### src/rtl/mem_rr_arbiter_pkg.sv
// Shared types for the round-robin memory arbiter: memory bus payloads,
// their idle values and the arbiter state encoding.
package mem_rr_arbiter_pkg;

  localparam int unsigned ADDR_W = 32;
  localparam int unsigned DATA_W = 32;
  localparam int unsigned STRB_W = 4;

  typedef struct packed {
    logic              mem_valid;
    logic              mem_instr;
    logic [ADDR_W-1:0] mem_addr;
    logic [DATA_W-1:0] mem_wdata;
    logic [STRB_W-1:0] mem_wstrb;
  } mem_in_type;

  typedef struct packed {
    logic              mem_ready;
    logic [DATA_W-1:0] mem_rdata;
  } mem_out_type;

  localparam mem_in_type  init_mem_in  = '0;
  localparam mem_out_type init_mem_out = '0;

  typedef enum logic [1:0] {
    ARB_IDLE  = 2'd0,
    ARB_BUSY  = 2'd1,
    ARB_DRAIN = 2'd2
  } arb_state_type;

endpackage

### src/rtl/mem_rr_arbiter_if.sv
// Requester, memory and status signals of the round-robin arbiter.
// master is the arbiter's view, slave the surrounding system's view.
interface mem_rr_arbiter_if #(
  parameter int unsigned NPORT = 4
);
  import mem_rr_arbiter_pkg::*;

  localparam int unsigned PW = $clog2(NPORT);

  mem_in_type  [NPORT-1:0] req_in;
  mem_out_type [NPORT-1:0] req_out;
  mem_in_type              mem_in;
  mem_out_type             mem_out;
  logic        [PW-1:0]    grant_id;
  logic                    busy;
  logic                    timeout_err;
  logic                    overflow;

  modport master (
    input  req_in, mem_out,
    output req_out, mem_in, grant_id, busy, timeout_err, overflow
  );

  modport slave (
    output req_in, mem_out,
    input  req_out, mem_in, grant_id, busy, timeout_err, overflow
  );

endinterface

### src/rtl/mem_rr_arbiter_rr_pick.sv
// Round-robin selector: first set bit of eligible scanning from ptr upward,
// wrapping modulo NPORT.
module mem_rr_arbiter_rr_pick #(
  parameter int unsigned NPORT = 4
) (
  input  logic [NPORT-1:0]         eligible,
  input  logic [$clog2(NPORT)-1:0] ptr,
  output logic [$clog2(NPORT)-1:0] grant,
  output logic                     found
);

  localparam int unsigned PW = $clog2(NPORT);

  always_comb begin
    int          idx;
    logic [PW-1:0] sel;
    grant = '0;
    found = 1'b0;
    idx   = 0;
    sel   = '0;
    for (int k = 0; k < int'(NPORT); k++) begin
      idx = (int'(ptr) + k) % int'(NPORT);
      sel = PW'(idx);
      if (!found && eligible[sel]) begin
        grant = sel;
        found = 1'b1;
      end
    end
  end

endmodule

### src/rtl/mem_rr_arbiter.sv
// Round-robin arbiter sharing one memory port between NPORT pulse-style
// requesters, with per-port request capture and a transaction watchdog.
module mem_rr_arbiter
  import mem_rr_arbiter_pkg::*;
#(
  parameter int unsigned NPORT   = 4,
  parameter int unsigned TIMEOUT = 255
) (
  input logic              clk,
  input logic              rst,
  mem_rr_arbiter_if.master bus
);

  localparam int unsigned   PW       = $clog2(NPORT);
  localparam int unsigned   CW       = (TIMEOUT > 0) ? $clog2(TIMEOUT + 1) : 1;
  localparam logic [CW-1:0] CNT_LAST = CW'((TIMEOUT > 0) ? TIMEOUT - 1 : 0);

  typedef struct packed {
    arb_state_type           state;
    logic [PW-1:0]           ptr;
    logic [PW-1:0]           grant;
    logic [CW-1:0]           counter;
    mem_in_type              cur;
    mem_in_type [NPORT-1:0]  hold;
  } reg_type;

  reg_type                 r, rin;
  logic [NPORT-1:0]        eligible;
  logic [PW-1:0]           pick;
  logic                    found;
  mem_in_type              mem_in_c;
  mem_out_type [NPORT-1:0] req_out_c;
  logic                    timeout_err_c;
  logic                    overflow_c;

  // Incoming pulses compete in the same cycle as held requests.
  always_comb begin
    for (int i = 0; i < int'(NPORT); i++) begin
      eligible[i] = r.hold[i].mem_valid | bus.req_in[i].mem_valid;
    end
  end

  mem_rr_arbiter_rr_pick #(.NPORT(NPORT)) u_pick (
    .eligible (eligible),
    .ptr      (r.ptr),
    .grant    (pick),
    .found    (found)
  );

  always_comb begin
    logic       issue;
    mem_in_type nxt;
    rin           = r;
    mem_in_c      = init_mem_in;
    timeout_err_c = 1'b0;
    overflow_c    = 1'b0;
    issue         = 1'b0;
    for (int i = 0; i < int'(NPORT); i++) begin
      req_out_c[i] = init_mem_out;
    end
    // A held request is older than a same-cycle pulse, so it goes first.
    nxt = r.hold[pick].mem_valid ? r.hold[pick] : bus.req_in[pick];

    unique case (r.state)
      ARB_IDLE: issue = found;
      ARB_BUSY: begin
        mem_in_c           = r.cur;
        mem_in_c.mem_valid = 1'b0;
        if (bus.mem_out.mem_ready) begin
          req_out_c[r.grant] = bus.mem_out;
          issue              = found;
          if (!found) rin.state = ARB_IDLE;
        end else if ((TIMEOUT != 0) && (r.counter == CNT_LAST)) begin
          req_out_c[r.grant].mem_ready = 1'b1;
          timeout_err_c                = 1'b1;
          rin.counter                  = '0;
          rin.state                    = ARB_DRAIN;
        end else if (r.counter != '1) begin
          rin.counter = r.counter + 1'b1;
        end
      end
      ARB_DRAIN: begin
        // Late responses for the abandoned transaction are swallowed here.
        if (bus.mem_out.mem_ready || (r.counter == CNT_LAST)) begin
          rin.counter = '0;
          rin.state   = ARB_IDLE;
        end else if (r.counter != '1) begin
          rin.counter = r.counter + 1'b1;
        end
      end
      default: rin.state = ARB_IDLE;
    endcase

    if (issue) begin
      mem_in_c                 = nxt;
      mem_in_c.mem_valid       = 1'b1;
      rin.cur                  = nxt;
      rin.hold[pick].mem_valid = 1'b0;
      rin.grant                = pick;
      rin.ptr                  = (pick == PW'(NPORT - 1)) ? '0 : pick + 1'b1;
      rin.counter              = '0;
      rin.state                = ARB_BUSY;
    end

    for (int i = 0; i < int'(NPORT); i++) begin
      if (bus.req_in[i].mem_valid) begin
        if (issue && (pick == PW'(i))) begin
          if (r.hold[i].mem_valid) rin.hold[i] = bus.req_in[i];
        end else begin
          if (r.hold[i].mem_valid) overflow_c = 1'b1;
          rin.hold[i] = bus.req_in[i];
        end
      end
    end

    // Combinational paths must not leak requests while reset is asserted.
    if (rst) begin
      mem_in_c      = init_mem_in;
      timeout_err_c = 1'b0;
      overflow_c    = 1'b0;
      for (int i = 0; i < int'(NPORT); i++) begin
        req_out_c[i] = init_mem_out;
      end
    end
  end

  // All-zero reset value encodes ARB_IDLE, ptr 0 and empty holds.
  always_ff @(posedge clk or posedge rst) begin
    if (rst) r <= '0;
    else     r <= rin;
  end

  assign bus.mem_in      = mem_in_c;
  assign bus.req_out     = req_out_c;
  assign bus.grant_id    = r.grant;
  assign bus.busy        = (r.state != ARB_IDLE);
  assign bus.timeout_err = timeout_err_c;
  assign bus.overflow    = overflow_c;

endmodule
### src/flat_wrapper.sv
// flat-port wrapper written by rule: the top's interface ports become plain ports
module mem_rr_arbiter_flat import mem_rr_arbiter_pkg::*;
#(
  parameter int unsigned NPORT   = 4,
  parameter int unsigned TIMEOUT = 255
)
  (clk, rst, bus_req_in, bus_mem_out, bus_req_out, bus_mem_in, bus_grant_id, bus_busy, bus_timeout_err, bus_overflow);
  mem_rr_arbiter_if #(.NPORT(NPORT)) bus_i ();
  input logic clk;
  input logic rst;
  input wire logic [$bits(bus_i.req_in)-1:0] bus_req_in;
  input wire logic [$bits(bus_i.mem_out)-1:0] bus_mem_out;
  output wire logic [$bits(bus_i.req_out)-1:0] bus_req_out;
  output wire logic [$bits(bus_i.mem_in)-1:0] bus_mem_in;
  output wire logic [$bits(bus_i.grant_id)-1:0] bus_grant_id;
  output wire logic [$bits(bus_i.busy)-1:0] bus_busy;
  output wire logic [$bits(bus_i.timeout_err)-1:0] bus_timeout_err;
  output wire logic [$bits(bus_i.overflow)-1:0] bus_overflow;
  assign bus_i.req_in = bus_req_in;
  assign bus_i.mem_out = bus_mem_out;
  assign bus_req_out = bus_i.req_out;
  assign bus_mem_in = bus_i.mem_in;
  assign bus_grant_id = bus_i.grant_id;
  assign bus_busy = bus_i.busy;
  assign bus_timeout_err = bus_i.timeout_err;
  assign bus_overflow = bus_i.overflow;
  mem_rr_arbiter #(.NPORT(NPORT), .TIMEOUT(TIMEOUT)) u_core (.clk(clk), .rst(rst), .bus(bus_i));
endmodule
### config.mk
export PLATFORM = sky130hd
export DESIGN_NAME = mem_rr_arbiter_flat
export DESIGN_NICKNAME = d
export VERILOG_FILES = /design/src/rtl/mem_rr_arbiter_pkg.sv /design/src/rtl/mem_rr_arbiter_if.sv /design/src/rtl/mem_rr_arbiter_rr_pick.sv /design/src/rtl/mem_rr_arbiter.sv /design/src/flat_wrapper.sv
export SDC_FILE = /design/constraint.sdc
export NUM_CORES = 1
export LEC_CHECK = 0
export BUFFER_PORTS_ARGS = -buffer_cell sky130_fd_sc_hd__buf_4
export CAP_MARGIN = 0
export CORE_ASPECT_RATIO = 1.4
export CORE_MARGIN = 2
export CORE_UTILIZATION = 40
export DETAILED_ROUTE_END_ITERATION = 10
export PLACE_DENSITY_LB_ADDON = 0.15
export SKIP_CTS_REPAIR_TIMING = 1
export SLEW_MARGIN = 5
export SYNTH_ARGS = -nofsm -noshare
export SYNTH_HDL_FRONTEND = slang
export SYNTH_SLANG_ARGS = --single-unit
### constraint.sdc
create_clock -name clk -period 27.4 [get_ports clk]
set_clock_uncertainty 0.1 [all_clocks]
set_input_delay 2.74 -clock clk [delete_from_list [all_inputs] [get_ports clk]]
set_output_delay 2.74 -clock clk [all_outputs]
set_load 0.005 [all_outputs]
==> run_results.csv, run 1 <==
group,metric,value,unit
logic_synthesis,yosys.area.top_type,"dfrtp_1",
place,hpwl,49700,um
critical_path,crit_fanout,62,
critical_path,path_buf_inv,6,
global_route,grt_first_pass_wirelength,115000,um
cells_and_area,area_delta_synth_final,27.9,%
logic_synthesis,ys_warn_count,0,
clock_tree,clockBufferDepth,3,
cells_and_area,instances_no_fill,3144,
sta,hold_viol,0,
sta,period_minus_slack,10040,ps
critical_path,reg2reg_slack,21900,ps
floorplan,io_pins,522,
critical_path,crit_path_frequent_cell,"buf_4",
logic_synthesis,synth_compound_area_frac,0.179,
sta,max_slew_margin,0.160,
sta,grt_setup_unrepaired,"false",
clock_tree,clock_sinks,363,
place,port-buffer-count,521,
critical_path,crit_family,"buffers and inverters",
critical_path,slowest_stage,"buf_4",
pwr,peakVddDrop,0.0721,mV
logic_synthesis,synthArstFlopShare,1.00,
clock_tree,path_clk_slew,60,ps
logic_synthesis,yosysMostFrequentCell,"dfrtp_1",
logic_synthesis,synthAdderAreaFrac,0.00369,
global_route,grt_usage,0.282,
clock_tree,numCtsBuffers,40,
clock_tree,clk_latency,550,ps
logic_synthesis,synth_cell_types,45,
logic_synthesis,synth_xor_area_frac,0,
logic_synthesis,synthMuxAreaShare,0.187,
critical_path,cp_cell_sequence,"buf_4, nor4_4, buf_4, a21oi_4, buf_4, inv_6, a221o_4, and2_4, buf_4, a211oi_1, nor2_1, buf_4",
global_route,grt_start_max_net_pins,187,
logic_synthesis,postSynthAreaPerCell,9.86,um2
logic_synthesis,synth_top_area_frac,0.447,
logic_synthesis,synth_top_family_by_area,"multiplexers",
logic_synthesis,syn_inst,2062,
floorplan,die_y,271,um
critical_path,critical_path_class,"input port to output pin",
floorplan,core_area,50100,um2
detailed_routing,drt-initial-drc-count,1322,
logic_synthesis,ys_ff_latch,363,
floorplan,die_area,52700,um2
job,maxCapViolCount,0,
sta,fin_crit_sh,0.366,
cells_and_area,nets,2788,
global_route,grt_pass1_vias,18900,
run_status,status,"finished, final reports clean",
sta,fin_tns_setup,0,ps
logic_synthesis,ys_seq_area_frac,0.447,
logic_synthesis,synth_nets,2383,
place,dp_cells,3068,
place,globalplace.congestion,0.880,
critical_path,crit_path_end_kind,"output pin",
min_path,hold_path.class,"register to register",
detailed_routing,via_per_inst,5.89,
logic_synthesis,synth_edf_count,0,
critical_path,cpPeakStageDelay,630,ps
logic_synthesis,synth_commonest_cells,"363 x dfrtp_1, 276 x mux2_2, 222 x a21oi_1",
detailed_routing,avgRoutedWirePerCell,24.3,um
floorplan,die_x,195,um
clock_tree,cts_tree,"done",
logic_synthesis,synth.area.top_cells,"dfrtp_1 45%, mux2_2 15%, a21oi_1 5.5%",
logic_synthesis,synth_area,20300,um2
sta,fmaxAchievable,99.6,MHz
global_route,antenna_found_initial,5,
global_route,overflow,0,
sta,finalSetupViolCount,0,
detailed_routing,vias,18500,
critical_path,worstPathRequired,24560,ps
detailed_routing,firstDrtPassIters,6,
logic_synthesis,yosys.area_share.simple,0.143,
logic_synthesis,synthFlopType,"dfrtp_1",
detailed_routing,drc_errors,0,
cells_and_area,layout-drive-gt1-share,0.374,
detailed_routing,wl,76500,um
floorplan,rows,97,
critical_path,startpoint_type,"input port",
critical_path,crit_arrival,7200,ps
sta,worst_pin_slew,1240,ps
pwr,power.density,101,nW/um2
pwr,power.leakage,11.6,nW
clock_tree,htreeDepth,2,
sta,drv_slew,0,
floorplan,start_util,0.405,
detailed_routing,detail-route-antenna-nets,0,
clock_tree,cts_root_buffer,"clkbuf_16",
## logic make-up (layout without fill, tap and decap cells)
logic type,Yosys count,in the layout
buffers and inverters,198,631
other,0,6
AND/OR/NAND/NOR,622,622
adder cells (fa/ha/maj),6,6
multiplexers,345,345
flip-flops,363,363
AO/OA/AOI/OAI,528,528
## cell type report
| cell class | count | area [um2] |
|---|---|---|
| Antenna cell | 6 | 15.0 |
| Sequential cell | 363 | 9080 |
| Multi-Input combinational cell | 1501 | 10600 |
| Timing Repair Buffer | 554 | 4170 |
| Tap cell | 643 | 805 |
| Fill cell | 4619 | 24100 |
| Inverter | 7 | 40.0 |
| Clock buffer | 60 | 1210 |
| Clock inverter | 10 | 115 |
## worst paths after layout
check | start | endpoint | cells after the start
min | u_core.r[348] | u_core.r[348] | 2
min reg2reg | u_core.r[348] | u_core.r[348] | 2
max in group asynchronous | rst | u_core.r[331] | 4
max | bus_req_in[279] | bus_mem_in[1] | 12
min in group asynchronous | rst | u_core.r[173] | 2
max reg2reg | u_core.r[279] | u_core.r[26] | 12
## cells in the final DEF, fill, tap and decap left out, types with 6 or more instances in the layout
| cell | n |
|---|---|
| buf_4 | 553 |
| dfrtp_1 | 363 |
| mux2_2 | 276 |
| a21oi_1 | 222 |
| nor2_1 | 205 |
| nand2_1 | 182 |
| and2_1 | 128 |
| a221oi_1 | 121 |
| a22oi_1 | 73 |
| mux2i_1 | 69 |
| nor2b_1 | 66 |
| a211oi_1 | 57 |
| clkbuf_16 | 42 |
| nand3_1 | 16 |
| o21ai_1 | 11 |
| a211oi_2 | 10 |
| a221oi_2 | 9 |
| clkbuf_8 | 9 |
| clkbuf_1 | 9 |
| clkinv_2 | 7 |
| diode_2 | 6 |
| o21ai_0 | 6 |
| ha_1 | 6 |
## tightest hold or removal path: stages, from the launching register on
cell,delay (ps)
dfrtp_1,340
nand2_1,50
o21ai_1,60
## metal layers
| metal | global-route usage | wire length [um] | vias up |
|---|---|---|---|
| met5 | 0 | 0 | - |
| met4 | 0.125 | 3430 | 0 |
| met3 | 0.0462 | 5300 | 182 |
| met2 | 0.472 | 36800 | 821 |
| met1 | 0.359 | 31000 | 9271 |
| li1 | - | - | 8244 |
## state kept, by name, indices dropped and copies added, names as in the netlist
| name | count |
|---|---|
| u_core.r | 361 |
| u_core.bus.grant_id | 2 |
## report_power, final
group / total [mW] / internal (mW) / leakage (nW) / switching, mW
combinational: 1.34 / 0.533 / 6.74 / 0.807
sequential: 0.737 / 0.662 / 4.23 / 0.0745
clock: 0.550 / 0.324 / 0.656 / 0.227
total: 2.63 / 1.52 / 11.6 / 1.11
## through the flow
stage | utilization | hold slack, ps | power, mW | setup WS, ps | area [um2]
global placement | 0.492 | 368 | 2.06 | 17460 | 24700
finish | 0.519 | 390 | 2.63 | 17360 | 26000
detailed placement | 0.492 | 375 | 2.07 | 17390 | 24700
floorplan | - | 355 | 1.62 | 12300 | 20300
global route | 0.519 | 409 | 2.78 | 17240 | 26000
CTS | 0.518 | 388 | 2.63 | 17400 | 26000
Note: power is estimated with default switching activity, not from simulation.
==> run 2, diff against run 1 <==
==> constraint.sdc (replaced) <==
create_clock -name clk -period 10.4 [get_ports clk]
set_clock_uncertainty 0.1 [all_clocks]
set_input_delay 1.04 -clock clk [delete_from_list [all_inputs] [get_ports clk]]
set_output_delay 1.04 -clock clk [all_outputs]
set_load 0.005 [all_outputs]
==> run 2 against run 1 <==
- clock-buffer cell count grew 4
- worst hold slack lost 0.95 ps
- die area is the same
- critical path depth is the same
- flip-flop and latch count is the same
- first-iteration DRC count shrank 3.0%
- highest routed layer is now met5
==> run_results.csv, run 2 (synthesis gave the netlist of run 1 again) <==
group,metric,value,unit
place,hpwl,50100,um
place,globalplace.congestion,0.889,
critical_path,startpoint_type,"input port",
floorplan,die_x,195,um
cells_and_area,top_register,"u_core.r",
clock_tree,clockBufferDepth,3,
critical_path,reg2reg_slack,4440,ps
critical_path,critical_path_class,"input port to output pin",
cells_and_area,seq_area,9080,um2
pwr,power,6.93,mW
sta,drv_slew,0,
critical_path,cp_cell_sequence,"buf_4, or3b_1, nand2_1, a21oi_4, buf_12, inv_6, a221o_4, and2_4, buf_4, a211oi_1, nor2_1, buf_4",
pwr,power.density,267,nW/um2
job,maxCapViolCount,0,
pwr,power.leakage,11.6,nW
critical_path,crit_arrival,5670,ps
detailed_routing,drc_errors,0,
cells_and_area,nets,2787,
cells_and_area,largest_register_ff_count,361,
run_status,status,"finished, final reports clean",
clock_tree,clk_latency,540,ps
critical_path,worstPathRequired,9260,ps
clock_tree,htreeDepth,2,
global_route,grt_pass1_vias,18600,
cells_and_area,fillers,4685,
clock_tree,path_clk_slew,60,ps
min_path,hold_path.class,"register to register",
clock_tree,numCtsBuffers,41,
detailed_routing,firstDrtPassIters,8,
detailed_routing,detail-route-antenna-nets,0,
floorplan,die_y,271,um
sta,worst_pin_slew,1220,ps
cells_and_area,area_delta_synth_final,27.9,%
sta,hold_viol,0,
clock_tree,clock_sinks,363,
sta,period_minus_slack,6810,ps
global_route,grt_first_pass_wirelength,117000,um
floorplan,start_util,0.405,
cells_and_area,mostFrequentLayoutCell,"buf_4",
sta,fin_tns_setup,0,ps
detailed_routing,vias,18500,
sta,max_slew_margin,0.185,
cells_and_area,layout-drive-gt1-share,0.374,
sta,fin_crit_sh,0.654,
critical_path,slowest_stage,"inv_6",
global_route,grt_usage,0.289,
floorplan,io_pins,522,
critical_path,crit_path_end_kind,"output pin",
floorplan,die_area,52700,um2
cells_and_area,mostFrequentLayoutCells,"550 x buf_4, 363 x dfrtp_1, 276 x mux2_2",
sta,grt_setup_unrepaired,"false",
cells_and_area,multi_input_area,10600,um2
clock_tree,cts_root_buffer,"clkbuf_16",
sta,fmaxAchievable,147,MHz
place,port-buffer-count,521,
critical_path,crit_fanout,147,
floorplan,core_area,50100,um2
critical_path,cpPeakStageDelay,810,ps
clock_tree,cts_tree,"done",
sta,fin_ws,3590,ps
detailed_routing,via_per_inst,5.88,
floorplan,rows,97,
global_route,grt_start_max_net_pins,168,
global_route,overflow,0,
detailed_routing,avgRoutedWirePerCell,24.7,um
place,post-place-ws,3630,ps
cells_and_area,utilization,0.519,
critical_path,crit_path_frequent_cell,"buf_4",
sta,fin_hold_ws,389,ps
pwr,peakVddDrop,0.266,mV
global_route,antenna_found_initial,14,
detailed_routing,drt-initial-drc-count,1282,
sta,finalSetupViolCount,0,
detailed_routing,wl,77700,um
==> run 2: cell types whose count changed in the layout (fill, tap and decap cells not counted) <==
cell,before,now
diode_2,6,10
clkbuf_8,9,12
buf_4,553,550
clkinv_4,1,0
inv_6,1,2
clkbuf_16,42,43
bufinv_16,2,0
buf_12,1,2
inv_8,1,0
clkinv_2,7,6
clkinv_8,1,0
clkinvlp_4,0,2
==> run 2: per-stage QoR <==
step | std cells | instance area [um2]
after floorplan | 2062 | 20300
after global placement | 3066 | 24700
after detailed placement | 3066 | 24700
after CTS | 3137 | 26000
after global routing | 3145 | 26000
final | 3147 | 26000
==> run 2: critical path, delay by kind of cell <==
family,cells,cell delay (ps)
AO/OA/AOI/OAI,3,920
buffers and inverters,5,2240
AND/OR/NAND/NOR,4,1270
==> run 2: area by class of cell <==
cell class	count	area share
well taps	643	0.0309
flip-flops and latches	363	0.349
clock buffers	64	0.0490
multi-input cells	1501	0.406
diodes	10	0.000963
clock inverters	7	0.00159
inverters	7	0.00140
repair buffers	552	0.160
==> run 2: path summary, 6_finish.rpt <==
check / startpoint / to / cells after the start
max: bus_req_in[279] / bus_mem_in[33] / 12
min: u_core.r[283] / u_core.r[283] / 2
max reg2reg: u_core.r[279] / u_core.r[24] / 12
min in group asynchronous: rst / u_core.r[173] / 3
max in group asynchronous: rst / u_core.r[79] / 6
min reg2reg: u_core.r[283] / u_core.r[283] / 2
==> run 2: report_power, final <==
| part | switching (mW) | leakage, nW | internal (mW) |
|---|---|---|---|
| registers | 0.193 | 4.23 | 1.74 |
| clock network | 0.600 | 0.651 | 0.839 |
| logic | 2.15 | 6.73 | 1.41 |
| total | 2.94 | 11.6 | 3.99 |
==> run 2: routing by layer <==
layer	GRT usage	part of all wire	up-vias
met4	0.114	0.035	6
met1	0.383	0.42	9341
met5	0	0.00044	-
met3	0.0454	0.063	142
li1	-	-	8255
met2	0.473	0.48	774
==> run 3, diff against run 2 <==
==> constraint.sdc (replaced) <==
create_clock -name clk -period 6 [get_ports clk]
set_clock_uncertainty 0.1 [all_clocks]
set_input_delay 0.6 -clock clk [delete_from_list [all_inputs] [get_ports clk]]
set_output_delay 0.6 -clock clk [all_outputs]
set_load 0.005 [all_outputs]
==> run 3 against run 2 <==
- clock-buffer cell count grew 3
- worst hold slack lost 340 ps
- sequential share of layout area shrank 0.087 points
- register-to-register slack lost 2800 ps
- sequential power grew 73%
- flip-flop and latch count is the same
- global-route usage shrank 1.9 points
- setup slack lost 2800 ps
- critical path depth shrank 2
- utilization grew 0.13 points
- critical endpoint is now bus_mem_in[65]
==> run_results.csv, run 3 (synthesis gave the netlist of run 1 again) <==
group,metric,value,unit
place,dp_cells,3068,
detailed_routing,avgRoutedWirePerCell,23.4,um
global_route,overflow,0,
clock_tree,clockBufferDepth,3,
global_route,grt_first_pass_wirelength,110000,um
critical_path,path_buf_inv,3,
clock_tree,numCtsBuffers,40,
detailed_routing,drt-initial-drc-count,1354,
sta,grt_setup_unrepaired,"false",
global_route,antenna_found_initial,6,
detailed_routing,firstDrtPassIters,7,
global_route,grt_start_max_net_pins,169,
pwr,peakVddDrop,0.411,mV
job,maxCapViolCount,0,
cells_and_area,instances_no_fill,3146,
place,globalplace.congestion,0.885,
critical_path,cp_cell_sequence,"nor2_1, nor4b_1, a211o_4, clkinv_2, a221o_4, and2_4, buf_12, a211oi_1, nor2_1, buf_4",
cells_and_area,seq_area,9080,um2
sta,fin_tns_setup,0,ps
clock_tree,clk_latency,550,ps
sta,finalSetupViolCount,0,
sta,drv_slew,0,
cells_and_area,layout-drive-gt1-share,0.374,
sta,fin_crit_sh,0.870,
critical_path,cpPeakStageDelay,610,ps
sta,fmaxAchievable,191,MHz
critical_path,crit_path_end_kind,"output pin",
clock_tree,htreeDepth,2,
place,port-buffer-count,521,
critical_path,crit_fanout,58,
floorplan,io_pins,522,
cells_and_area,largest_register_ff_count,361,
sta,fin_hold_ws,46.1,ps
clock_tree,cts_root_buffer,"clkbuf_16",
sta,hold_viol,0,
critical_path,startpoint_type,"register",
clock_tree,clock_sinks,363,
clock_tree,cts_tree,"done",
floorplan,die_area,52700,um2
cells_and_area,top_register,"u_core.r",
cells_and_area,nets,2788,
floorplan,core_area,50100,um2
critical_path,critical_path_class,"register to output pin",
floorplan,rows,97,
critical_path,crit_family,"compound AO/OA/AOI/OAI gates",
run_status,status,"finished, final reports clean",
pwr,power.leakage,11.6,nW
critical_path,crit_arrival,4520,ps
detailed_routing,via_per_inst,5.85,
floorplan,die_y,271,um
global_route,grt_pass1_vias,18500,
cells_and_area,fillers,4612,
cells_and_area,multi_input_area,10600,um2
critical_path,slowest_stage,"a211o_4",
min_path,hold_path.class,"input port to async pin",
global_route,grt_usage,0.269,
floorplan,die_x,195,um
cells_and_area,mostFrequentLayoutCell,"buf_4",
sta,period_minus_slack,5220,ps
detailed_routing,vias,18400,
pwr,power.density,461,nW/um2
sta,max_slew_margin,0.251,
critical_path,worstPathRequired,5300,ps
cells_and_area,mostFrequentLayoutCells,"550 x buf_4, 363 x dfrtp_1, 276 x mux2_2",
cells_and_area,area_delta_synth_final,28.2,%
clock_tree,path_clk_slew,60,ps
detailed_routing,drc_errors,0,
sta,worst_pin_slew,1120,ps
critical_path,crit_path_frequent_cell,"nor2_1",
detailed_routing,wl,73500,um
detailed_routing,detail-route-antenna-nets,0,
floorplan,start_util,0.405,
place,hpwl,48200,um
run 3: cell count changes in the layout (fill, tap and decap cells not counted), sizes merged:
cell      delta
clkbuf       +3
clkinvlp     -1
buf          +2
clkinv       -2
inv          +1
diode        -6
bufinv       +2
run 3: layer usage:
metal	share of wire	GRT usage
met1	0.41	0.340
met2	0.50	0.463
met3	0.062	0.0384
met4	0.037	0.113
met5	0.00014	0
run 3: layout make-up:
class	count	share of cell area
clock buffers	67	0.0485
multi-input cells	1501	0.405
well taps	643	0.0309
inverters	7	0.00139
clock inverters	7	0.00355
repair buffers	554	0.162
flip-flops and latches	363	0.349
diodes	4	0.000384
run 3: where the power goes:
part,internal [mW],switching [mW],total [mW]
Clock,1.52,1.03,2.55
Sequential,3.02,0.333,3.36
Combinational,2.46,3.64,6.10
run 3: per-stage QoR:
stage	area, um2	setup slack, ps	utilization	power, mW
6_report	26100	778	0.520	12.0
5_1_grt	26100	538	0.520	12.7
4_1_cts	26100	771	0.520	12.0
3_5_place_dp	24700	1170	0.493	9.45
3_3_place_gp	24700	1240	0.493	9.32
2_1_floorplan	20300	-1890	-	7.40
run 3: final timing paths:
| path | slack (ps) | cells after the start | to | start |
|---|---|---|---|---|
| worst min-delay path | 50 | 2 | u_core.r[39] | rst |
| worst max register to register | 1610 | 10 | u_core.r[74] | u_core.r[279] |
| max in group asynchronous | 3830 | 4 | u_core.r[99] | rst |
| min in group clk | 190 | 2 | u_core.r[233] | bus_req_in[233] |
| worst max-delay path | 780 | 10 | bus_mem_in[65] | u_core.r[69] |
| worst min register to register | 390 | 2 | u_core.r[283] | u_core.r[283] |
run 3: worst reg2reg max path: stages, from the launching register on:
cell and delay [ps]:
dfrtp_1 520, or3b_1 430, nand2_1 190, a21oi_4 110
inv_6 380, buf_4 800, ha_1 350, nand2_1 120
o21ai_4 210, buf_4 550, mux2_2 510
